$ cat src/rtl/toy_bus_fabric.sv
// Registered, handshaken bus fabric: decodes CPU word addresses into RAM, peripheral
// slots and an internal error block, with wait states, ack timeout and fault capture.
module toy_bus_fabric #(
  parameter int              NUM_SLOTS   = 4,
  parameter int              SLOT_BITS   = 4,
  parameter logic [15:0]     PERIPH_BASE = 16'h0400,
  parameter int              RAM_WORDS   = 1024,
  parameter logic [15:0]     ERR_BASE    = 16'h04F0,
  parameter logic [7:0]      ACK_MASK    = 8'h00,
  parameter int              WAIT_STATES = 0,
  parameter int              TIMEOUT     = 16
) (
  input  logic                   i_clk,
  input  logic                   i_reset,
  input  logic                   i_req,
  input  logic                   i_we,
  input  logic [15:0]            i_addr,
  input  logic [15:0]            i_wdata,
  output logic [15:0]            o_rdata,
  output logic                   o_ready,
  output logic                   o_ram_sel,
  input  logic [15:0]            i_ram_rdata,
  output logic [NUM_SLOTS-1:0]   o_sel,
  output logic                   o_we,
  output logic [15:0]            o_addr,
  output logic [15:0]            o_wdata,
  input  logic [16*NUM_SLOTS-1:0] i_rdata,
  input  logic [NUM_SLOTS-1:0]   i_ack,
  output logic                   o_err_int
);

  localparam int MAXC = (WAIT_STATES > TIMEOUT) ? WAIT_STATES : TIMEOUT;
  localparam int CW   = $clog2(MAXC + 1);
  localparam int SW   = (NUM_SLOTS > 1) ? $clog2(NUM_SLOTS) : 1;
  localparam logic [16:0]   RAM_LIM = 17'(RAM_WORDS);
  localparam logic [CW-1:0] TO_LAST = CW'(TIMEOUT - 1);
  localparam logic [CW-1:0] WS_LAST = CW'(WAIT_STATES);

  typedef enum logic [1:0] {IDLE, ACCESS, RESP} state_t;
  typedef enum logic [1:0] {T_RAM, T_SLOT, T_ERR, T_UNMAP} tgt_t;

  state_t state, nxt;
  tgt_t   tgt, dec;
  logic [SW-1:0] slot;
  logic [CW-1:0] cnt;
  logic [1:0]    status;
  logic [15:0]   fault_addr;
  logic [15:0]   off, sidx;
  logic          leave, tmo;
  logic [NUM_SLOTS-1:0][15:0] slot_data;

  assign slot_data = i_rdata;
  assign off       = i_addr - PERIPH_BASE;
  assign sidx      = off >> SLOT_BITS;

  always_comb begin
    dec = T_UNMAP;
    if ({1'b0, i_addr} < RAM_LIM)                              dec = T_RAM;
    else if (sidx < 16'(NUM_SLOTS))                            dec = T_SLOT;
    else if (i_addr == ERR_BASE || i_addr == ERR_BASE + 16'd1) dec = T_ERR;
  end

  always_ff @(posedge i_clk or posedge i_reset)
    if (i_reset) state <= IDLE;
    else         state <= nxt;

  // Ack is checked before the timeout so a same-cycle ack completes cleanly.
  always_comb begin
    nxt   = state;
    leave = 1'b0;
    tmo   = 1'b0;
    case (state)
      IDLE:   if (i_req) nxt = (dec == T_RAM || dec == T_SLOT) ? ACCESS : RESP;
      ACCESS: begin
        if (tgt == T_RAM) leave = 1'b1;
        else if (ACK_MASK[slot]) begin
          if (i_ack[slot])         leave = 1'b1;
          else if (cnt == TO_LAST) begin leave = 1'b1; tmo = 1'b1; end
        end
        else if (cnt == WS_LAST)   leave = 1'b1;
        if (leave) nxt = RESP;
      end
      RESP:    nxt = IDLE;
      default: nxt = IDLE;
    endcase
  end

  // Selects decode from state so an async reset drops them immediately.
  always_comb begin
    o_sel = '0;
    if (state == ACCESS && tgt == T_SLOT) o_sel[slot] = 1'b1;
    o_ram_sel = (state == ACCESS) && (tgt == T_RAM);
    o_ready   = (state == RESP);
    o_err_int = |status;
  end

  always_ff @(posedge i_clk or posedge i_reset) begin
    if (i_reset) begin
      tgt        <= T_RAM;
      slot       <= '0;
      cnt        <= '0;
      o_we       <= 1'b0;
      o_addr     <= '0;
      o_wdata    <= '0;
      o_rdata    <= '0;
      status     <= '0;
      fault_addr <= '0;
    end else begin
      case (state)
        IDLE: if (i_req) begin
          o_addr  <= i_addr;
          o_we    <= i_we;
          o_wdata <= i_wdata;
          tgt     <= dec;
          slot    <= sidx[SW-1:0];
          cnt     <= '0;
          if (dec == T_ERR) begin
            o_rdata <= i_addr[0] ? {14'd0, status} : fault_addr;
            if (i_we && i_addr[0]) status <= '0;
          end else if (dec == T_UNMAP) begin
            o_rdata <= '0;
            if (status == 2'b00) fault_addr <= i_addr;
            status[0] <= 1'b1;
          end
        end
        ACCESS: begin
          cnt <= cnt + 1'b1;
          if (leave) begin
            if (tmo) begin
              o_rdata <= '0;
              if (status == 2'b00) fault_addr <= o_addr;
              status[1] <= 1'b1;
            end else begin
              o_rdata <= (tgt == T_RAM) ? i_ram_rdata : slot_data[slot];
            end
          end
        end
        default: ;
      endcase
    end
  end

endmodule

$ cat config.mk
export PLATFORM = sky130hd
export DESIGN_NAME = toy_bus_fabric
export DESIGN_NICKNAME = d
export VERILOG_FILES = /design/src/rtl/toy_bus_fabric.sv
export SDC_FILE = /design/constraint.sdc
export NUM_CORES = 1
export LEC_CHECK = 0
export CAP_MARGIN = 25
export CORE_MARGIN = 3
export CORE_UTILIZATION = 46
export CTS_CLUSTER_SIZE = 10
export DETAILED_ROUTE_END_ITERATION = 7
export GPL_TIMING_DRIVEN = 0
export PLACE_DENSITY = 0.86
export SYNTH_ARGS = -nofsm -noshare
export SYNTH_HDL_FRONTEND = slang
export SYNTH_SLANG_ARGS = --single-unit
$ cat constraint.sdc
create_clock -name i_clk -period 7.75 [get_ports i_clk]
set_clock_uncertainty 0.05 [all_clocks]
set_input_delay 1.9375 -clock i_clk [delete_from_list [all_inputs] [get_ports i_clk]]
set_output_delay 1.9375 -clock i_clk [all_outputs]
set_load 0.01 [all_outputs]
==> results_dict.tcl, run 1 <==
set metrics [dict create \
    ys_async_sr_fraction_pct 100 \
    wl_per_cell_um 19.7 \
    crit_arrival_ns 2.59 \
    die_h_um 101 \
    holdPathEnd "o_wdata[8]" \
    drt_iter0_drc 263 \
    fin_crit_sh_pct 59.0 \
    clock_latency_ns 0.35 \
    drtAntennaViolNets 0 \
    end_kind "output port" \
    hold_buffers 0 \
    cts_root_buf "clkbuf_8" \
    grt_pass1_vias 3925 \
    irDropWorstVdd_v 0.000136 \
    status "completed" \
    viasPerCell 5.66 \
    synthDistinctLibCells 41 \
    hpwl_mm 10.5 \
    drive_above_1_share_pct 16.2 \
    place.gp.congestion 0.888 \
    dieArea_mm2 0.0102 \
    io_pins 176 \
    worst_slew_pin_slew_ns 0.596 \
    netlist_area_mm2 0.00414 \
    synth_edf_count 0 \
    rsz0062_at_grt "no" \
    whs_path_depth 1 \
    numCtsBuffers 9 \
    reg2reg_slack_ns 5.54 \
    required_ns 5.76 \
    r2r_cells 5 \
    antennaDiodeCount 0 \
    cts.clk_slew.worst_paths_ns 0.08 \
    final_hold_viol_count 0 \
    drt-total-wl_mm 13.2 \
    avgSynthCellArea_um2 10.9 \
    post_cts_resize_count 0 \
    yosysWarnings 0 \
    fin_cells 672 \
    period_minus_slack_ns 4.58 \
    crit_type "reg2out" \
    die_x_um 101 \
    syn2layout_area_growth_pct 49.3 \
    grt_usage_pct 26.0 \
    slew_headroom_pct 60.3 \
    drv_slew 0 \
    p_leak_nw 2.53 \
    critPathMaxFanout 10 \
    initial_core_util_pct 48.9 \
    cap_violations 0 \
    cts_tree "built" \
    min_from "o_wdata[8]" \
    startpoint_type "flip-flop" \
    synthCells 379 \
    hold_class "reg2reg" \
    clock_sinks 76 \
    synth_seq_cells 76 \
    core_mm2 0.00846 \
    drc 0 \
    syn-num-nets 501 \
    port_buffers 171 \
    ctsLongestPathBuffers 2 \
    drt_pre_antenna_iters 4 \
    rows 33 \
    htree_levels 3 \
    reg2reg_to "fault_addr[4]" \
    synthFlopType "dfrtp_1" \
    ys_seq_area_share_pct 45.9 \
    layout.nets 684 \
    post-cts-setup-buffer-count 0 \
    setup_tns_ns 0 \
    antenna_found_initial 0 \
    vias 3801 \
    grt.overflow.total 0 \
    grt_max_degree 67 \
    clock.fmax_ghz 0.219 \
    grt_pass1_wl_mm 20.5 \
    r2r_start "state[1]" \
    setup_viol 0 \
    place_inst 656 \
    power_density_mw_per_mm2 188 \
]
==> layout make-up <==
cell class              instances  area (um^2)
clock inverters                 4         25.0
clock buffers                  12          145
fillers                       601         2280
flip-flops and latches         76         1900
plain buffers                  28          136
multi-input cells             270         2090
repair buffers                172         1740
well taps                     105          131
inverters                       5         21.3
==> synth_stat cells (3+ instances only) <==
cell	count	area share, %
buf_2	7	0.85
a31oi_1	16	2.4
dfrtp_1	76	46
mux2i_1	32	7.7
inv_1	5	0.45
a22oi_1	16	2.9
nand2_1	52	4.7
clkbuf_1	17	1.5
o211ai_1	16	2.9
nor2_1	10	0.91
nand4_1	19	2.9
a21oi_1	17	2.1
xor2_1	3	0.63
mux2_2	52	14
o21ai_0	4	0.48
==> power breakdown <==
group	total, mW	switching, mW	internal, mW
registers	0.526	0.0524	0.474
clock network	0.267	0.143	0.124
logic	0.369	0.146	0.222
==> state kept, by name, summed over array words and instances (netlist names) <==
signal / cells
o_addr: 16
state: 2
o_rdata: 16
status: 2
o_we: 1
fault_addr: 16
tgt: 2
cnt: 5
o_wdata: 16
==> cells by family after synthesis <==
family          synth area share (%)
buf+inv                         3.74
simple gates                    13.2
compound gates                  14.1
mux                             21.9
fa+ha+maj                      0.604
flops                           45.9
xor+xnor                       0.634
==> worst max-delay path: stages, from the launching register on <==
cell,delay (ns)
dfrtp_1,0.47
nand2b_1,0.19
clkbuf_1,0.26
nor3b_1,0.49
nor3b_1,0.25
clkdlybuf4s50_1,0.59
==> layer usage <==
metal | share of wire (%) | track usage [%]
met1 | 38 | 31.0
met2 | 51 | 45.9
met3 | 9.4 | 6.71
met4 | 2.0 | 8.18
met5 | 0 | 0
==> metrics by stage <==
stage          total power [mW]  hold WS (ns)  setup WS [ns]  util, %  cell area (um^2)
6_report                   1.16         0.458           3.17     73.1              6190
3_5_place_dp              0.903         0.445           3.52     71.1              6020
4_1_cts                    1.17         0.463           3.18     73.1              6190
2_1_floorplan             0.700         0.425           3.82        -              4140
3_3_place_gp              0.887         0.440           2.68     70.7              5990
5_1_grt                    1.22         0.479           3.01     73.1              6190
==> worst max path at each step <==
stage               from             to  slack, ns  cells after the start
3_3_place_gp     i_reset    o_rdata[11]       2.68                      2
5_1_grt         state[1]       o_sel[0]       3.01                      5
2_1_floorplan    i_reset         cnt[0]       3.82                      1
3_5_place_dp   i_addr[9]  fault_addr[1]       3.52                      6
4_1_cts         state[1]       o_sel[0]       3.18                      5
6_report        state[1]       o_sel[0]       3.17                      5
==> cell usage in the layout (no fill, tap or decap), drive strengths merged <==
cell,n
nand3,2
o41ai,1
and2,2
inv,5
nand2b,1
mux2,52
nor2b,2
mux2i,32
nor3b,3
buf,12
clkinvlp,2
nor3,2
and3,2
o21a,2
xor2,3
a22oi,16
a311oi,1
or4b,1
a32o,2
ha,2
o21ba,2
clkdlybuf4s50,171
and4bb,1
o21ai,4
o21bai,1
o211ai,16
clkinv,2
nor2,10
dfrtp,76
clkbuf,29
nand4b,2
a31oi,17
nor4b,1
nand2,53
nand4,19
or2,1
a21oi,17
Power figures use the tool's default switching activity.
==> run 2, diff against run 1 <==
CORE_UTILIZATION = 43   (was 46)
PLACE_DENSITY = 0.81   (was 0.86)
clock period = 4.4 ns   (was 7.75 ns; I/O delays follow)
==> run 2 against run 1 <==
  * Core utilization decreased by 6.0 points
  * Sequential share of layout area fell by 0.20 points
  * Combinational power increased by 75%
  * Register-to-register slack worse by 3.4 ns
==> results_dict.tcl, run 2 (synthesis gave the netlist of run 1 again) <==
set metrics [dict create \
    status "completed" \
    rows 35 \
    initial_core_util_pct 44.6 \
    dieArea_mm2 0.0108 \
    setup_viol 0 \
    multi_input_area_mm2 0.00209 \
    cts_root_buf "clkbuf_8" \
    io_pins 176 \
    clock.fmax_ghz 0.266 \
    hold_buffers 0 \
    clock_latency_ns 0.35 \
    post-route-util_pct 67.1 \
    post-cts-setup-buffer-count 0 \
    hpwl_mm 10.1 \
    drc 0 \
    mostFrequentLayoutCell "clkdlybuf4s50_1" \
    antenna_found_initial 0 \
    cts.clk_slew.worst_paths_ns 0.07 \
    wl_per_cell_um 18.4 \
    startpoint_type "flip-flop" \
    place.gp.congestion 0.862 \
    grt_pass1_vias 3976 \
    fin_cells 696 \
    crit_arrival_ns 2.61 \
    grt_pass1_wl_mm 21.1 \
    p_leak_nw 2.54 \
    die_x_um 104 \
    cap_violations 0 \
    use_met3_pct 7.76 \
    end_kind "output port" \
    drtAntennaViolNets 0 \
    setup_tns_ns 0 \
    drt_iter0_drc 288 \
    use_met2_pct 40.6 \
    clock_sinks 76 \
    core_mm2 0.00928 \
    drv_slew 0 \
    htree_levels 3 \
    drt-total-wl_mm 12.8 \
    port_buffers 171 \
    critPathMaxFanout 10 \
    power_density_mw_per_mm2 331 \
    drive_above_1_share_pct 16.0 \
    crit_type "reg2out" \
    post_cts_resize_count 0 \
    rsz0062_at_grt "no" \
    layout.nets 684 \
    slew_headroom_pct 61.0 \
    finalPower_mw 2.06 \
    viasPerCell 5.42 \
    use_met1_pct 30.2 \
    busiest_layer "met2" \
    cts_tree "built" \
    grt.overflow.total 0 \
    vias 3773 \
    die_h_um 104 \
    final_cell_mix "171 x clkdlybuf4s50_1, 76 x dfrtp_1, 52 x nand2_1, 52 x mux2_2, 32 x mux2i_1" \
    filler_cell_count 744 \
    place_inst 680 \
    antennaDiodeCount 0 \
    required_ns 3.25 \
    syn2layout_area_growth_pct 50.3 \
    final_hold_viol_count 0 \
    numCtsBuffers 9 \
    grt_usage_pct 24.3 \
    irDropWorstVdd_v 0.000185 \
    seq_area_mm2 0.00190 \
    fin_crit_sh_pct 85.4 \
    grt_max_degree 68 \
    ctsLongestPathBuffers 2 \
    hold_class "reg2reg" \
    period_minus_slack_ns 3.76 \
    drt_pre_antenna_iters 5 \
    worst_slew_pin_slew_ns 0.585 \
]
-- run 2: worst paths after layout --
| check | start | endpoint | slack (ns) | cells past startpoint |
|---|---|---|---|---|
| min reg2reg | o_wdata[0] | o_wdata[0] | 0.46 | 1 |
| min in group asynchronous | i_reset | o_addr[3] | 0.95 | 2 |
| max reg2reg | state[0] | fault_addr[3] | 2.19 | 5 |
| min | o_wdata[0] | o_wdata[0] | 0.46 | 1 |
| max in group asynchronous | i_reset | o_rdata[8] | 2.79 | 3 |
| max | state[1] | o_sel[0] | 0.64 | 5 |
-- run 2: layout make-up --
class	count	share of cell area (%)
Clock inverter	1	0.0804
Multi-Input combinational cell	270	33.5
Tap cell	129	2.59
Buffer	28	2.19
Inverter	5	0.342
Clock buffer	15	2.83
Sequential cell	76	30.5
Timing Repair Buffer	172	27.9
-- run 2: power breakdown --
part,switching (mW),internal (mW),total (mW),leakage [nW]
logic,0.254,0.391,0.645,1.53
registers,0.0903,0.835,0.925,0.910
clock network,0.241,0.251,0.493,0.0937
total,0.586,1.48,2.06,2.54
-- run 2: routing by layer --
metal  vias up  wire, um
met3        18      1120
met5         -         0
met1      1822      5220
li1       1769         -
met4         0       230
met2       164      6250
-- run 2: per-stage QoR --
| step | hold WS, ns | instance area (um^2) | setup slack, ns |
|---|---|---|---|
| 2_1_floorplan | 0.425 | 4140 | 1.31 |
| 3_3_place_gp | 0.439 | 6020 | 0.109 |
| 3_5_place_dp | 0.446 | 6050 | 1.01 |
| 4_1_cts | 0.462 | 6230 | 0.650 |
| 5_1_grt | 0.470 | 6230 | 0.523 |
| 6_report | 0.457 | 6230 | 0.642 |
-- run 2: critical path: stages (launching register included) --
cell	delay [ns]
dfrtp_1	0.45
nand2b_1	0.19
clkbuf_1	0.27
nor3b_1	0.54
nor3b_1	0.25
clkdlybuf4s50_1	0.57
==> run 3, diff against run 2 <==
CORE_UTILIZATION = 50   (was 43)
DONT_BUFFER_PORTS = 1   (was not set)
PLACE_DENSITY = not set   (was 0.81)
==> run 3 against run 2 <==
  * Worst hold slack improved by 0.0095 ns
  * Register-to-register slack better by 0.06 ns
  * Global-route usage shrank 1.2 points
  * Via count fell by 20%
==> results_dict.tcl, run 3 (synthesis gave the netlist of run 1 again) <==
set metrics [dict create \
    finalPower_mw 1.88 \
    p_leak_nw 1.88 \
    holdPathEnd "fault_addr[1]" \
    drive_above_1_share_pct 23.3 \
    grt.overflow.total 0 \
    viasPerCell 6.09 \
    antennaDiodeCount 0 \
    mostFrequentLayoutCell "dfrtp_1" \
    cpPeakStageDelay_ns 0.60 \
    drt-total-wl_mm 10.9 \
    htree_levels 3 \
    initial_core_util_pct 52.5 \
    use_met3_pct 7.57 \
    wl_per_cell_um 21.9 \
    post-cts-setup-buffer-count 0 \
    critPathMaxFanout 10 \
    dieArea_mm2 0.00941 \
    reg2reg_to "fault_addr[2]" \
    irDropWorstVdd_v 0.000218 \
    cts_tree "built" \
    power_density_mw_per_mm2 416 \
    vias 3027 \
    drt_iter0_drc 154 \
    busiest_layer "met2" \
    drt_pre_antenna_iters 4 \
    whs_ns 0.466 \
    cts.clk_slew.worst_paths_ns 0.08 \
    use_met2_pct 38.6 \
    cell_internal_pwr_mw 1.33 \
    min_from "fault_addr[1]" \
    cp_slowest_cell "nor3b_1" \
    grt_pass1_wl_mm 17.1 \
    cp_common_cell "nor3b_1" \
    crit_chain "nand2b_1 > clkbuf_1 > nor3b_1 > nor3b_1" \
    switching_share_pct 29.0 \
    status "completed" \
    pwr-share-seq_pct 52.0 \
    numCtsBuffers 9 \
    r2r_cells 5 \
    ctsLongestPathBuffers 2 \
    setup_tns_ns 0 \
    rows 32 \
    switchingPower_uw 544 \
    layout.nets 513 \
    fin_crit_sh_pct 78.4 \
    setup_viol 0 \
    grt_max_degree 58 \
    required_ns 3.25 \
    cts_root_buf "clkbuf_8" \
    reg2reg_slack_ns 2.25 \
    grt_usage_pct 23.1 \
    rsz0062_at_grt "no" \
    use_met1_pct 28.6 \
    crit_type "reg2out" \
    worst_slew_pin_slew_ns 0.620 \
    cap_violations 0 \
    crit_arrival_ns 2.30 \
    die_h_um 97.0 \
    final_cell_mix "76 x dfrtp_1, 52 x nand2_1, 52 x mux2_2" \
    drv_slew 0 \
    die_x_um 97.0 \
    hpwl_mm 8.45 \
    drc 0 \
    post-route-util_pct 57.1 \
    slew_headroom_pct 58.6 \
    port_buffers 0 \
    p_clk_share_pct 30.1 \
    clock_latency_ns 0.34 \
    period_minus_slack_ns 3.45 \
    place.gp.congestion 0.836 \
    r2r_start "state[0]" \
    hold_class "reg2reg" \
    antenna_found_initial 0 \
    syn2layout_area_growth_pct 8.76 \
    p_comb_share_pct 17.9 \
    grt_pass1_vias 3095 \
    clock_sinks 76 \
    io_pins 176 \
    final_hold_viol_count 0 \
    whs_path_depth 1 \
    core_mm2 0.00789 \
    filler_cell_count 693 \
    post_cts_resize_count 0 \
    end_kind "output port" \
    drtAntennaViolNets 0 \
    startpoint_type "flip-flop" \
    clock.fmax_ghz 0.290 \
    hold_buffers 0 \
]
## run 3: changes by cell type in the layout (fill, tap and decap cells not counted)
cell / previous run / this run
clkinv_2: 1 / 2
clkinvlp_4: 0 / 1
clkdlybuf4s50_1: 171 / 0
clkbuf_1: 20 / 18
clkbuf_8: 12 / 9
bufinv_16: 0 / 2
## run 3: worst max-delay path by stage
stage	from	endpoint	slack [ns]	cells past startpoint
final	state[1]	o_sel[0]	0.95	4
after global routing	state[1]	o_sel[0]	0.85	4
after CTS	state[1]	o_sel[0]	0.95	4
after detailed placement	state[1]	o_sel[0]	1.35	4
after global placement	i_reset	cnt[2]	0.48	1
after floorplan	i_reset	cnt[0]	1.31	1
## run 3: power groups by stage
| stage | sequential [mW] | clock, mW | combinational, mW |
|---|---|---|---|
| floorplan | 0.945 | 0 | 0.287 |
| global placement | 0.986 | 0 | 0.328 |
| detailed placement | 0.989 | 0 | 0.342 |
| CTS | 0.976 | 0.579 | 0.341 |
| global route | 0.990 | 0.610 | 0.372 |
| finish | 0.975 | 0.565 | 0.336 |
## run 3: final cells by class
type / instances / area (um^2) / share of cell area (%)
clock inverters: 5 / 77.6 / 1.72
repair buffers: 1 / 27.5 / 0.611
clock buffers: 10 / 128 / 2.83
flip-flops and latches: 76 / 1900 / 42.2
well taps: 102 / 128 / 2.83
inverters: 5 / 21.3 / 0.472
multi-input cells: 270 / 2090 / 46.3
plain buffers: 28 / 136 / 3.03
## run 3: stage by stage
step | cells | setup WS, ns | cell area (um^2)
floorplan | 379 | 1.31 | 4140
finish | 497 | 0.951 | 4510
global route | 497 | 0.850 | 4510
global placement | 481 | 0.480 | 4270
CTS | 497 | 0.948 | 4510
detailed placement | 482 | 1.35 | 4300
## run 3: routing by layer
| metal | wire, um | vias up |
|---|---|---|
| met3 | 955 | 10 |
| met4 | 146 | 0 |
| met2 | 5400 | 132 |
| li1 | - | 1421 |
| met1 | 4370 | 1464 |
| met5 | 0 | - |
## run 3: critical path, delay by kind of cell (launching register included)
| kind | cells | cell delay, ns |
|---|---|---|
| buffers and inverters | 1 | 0.26 |
| and+or+nand+nor | 3 | 1.24 |
| DFF | 1 | 0.46 |
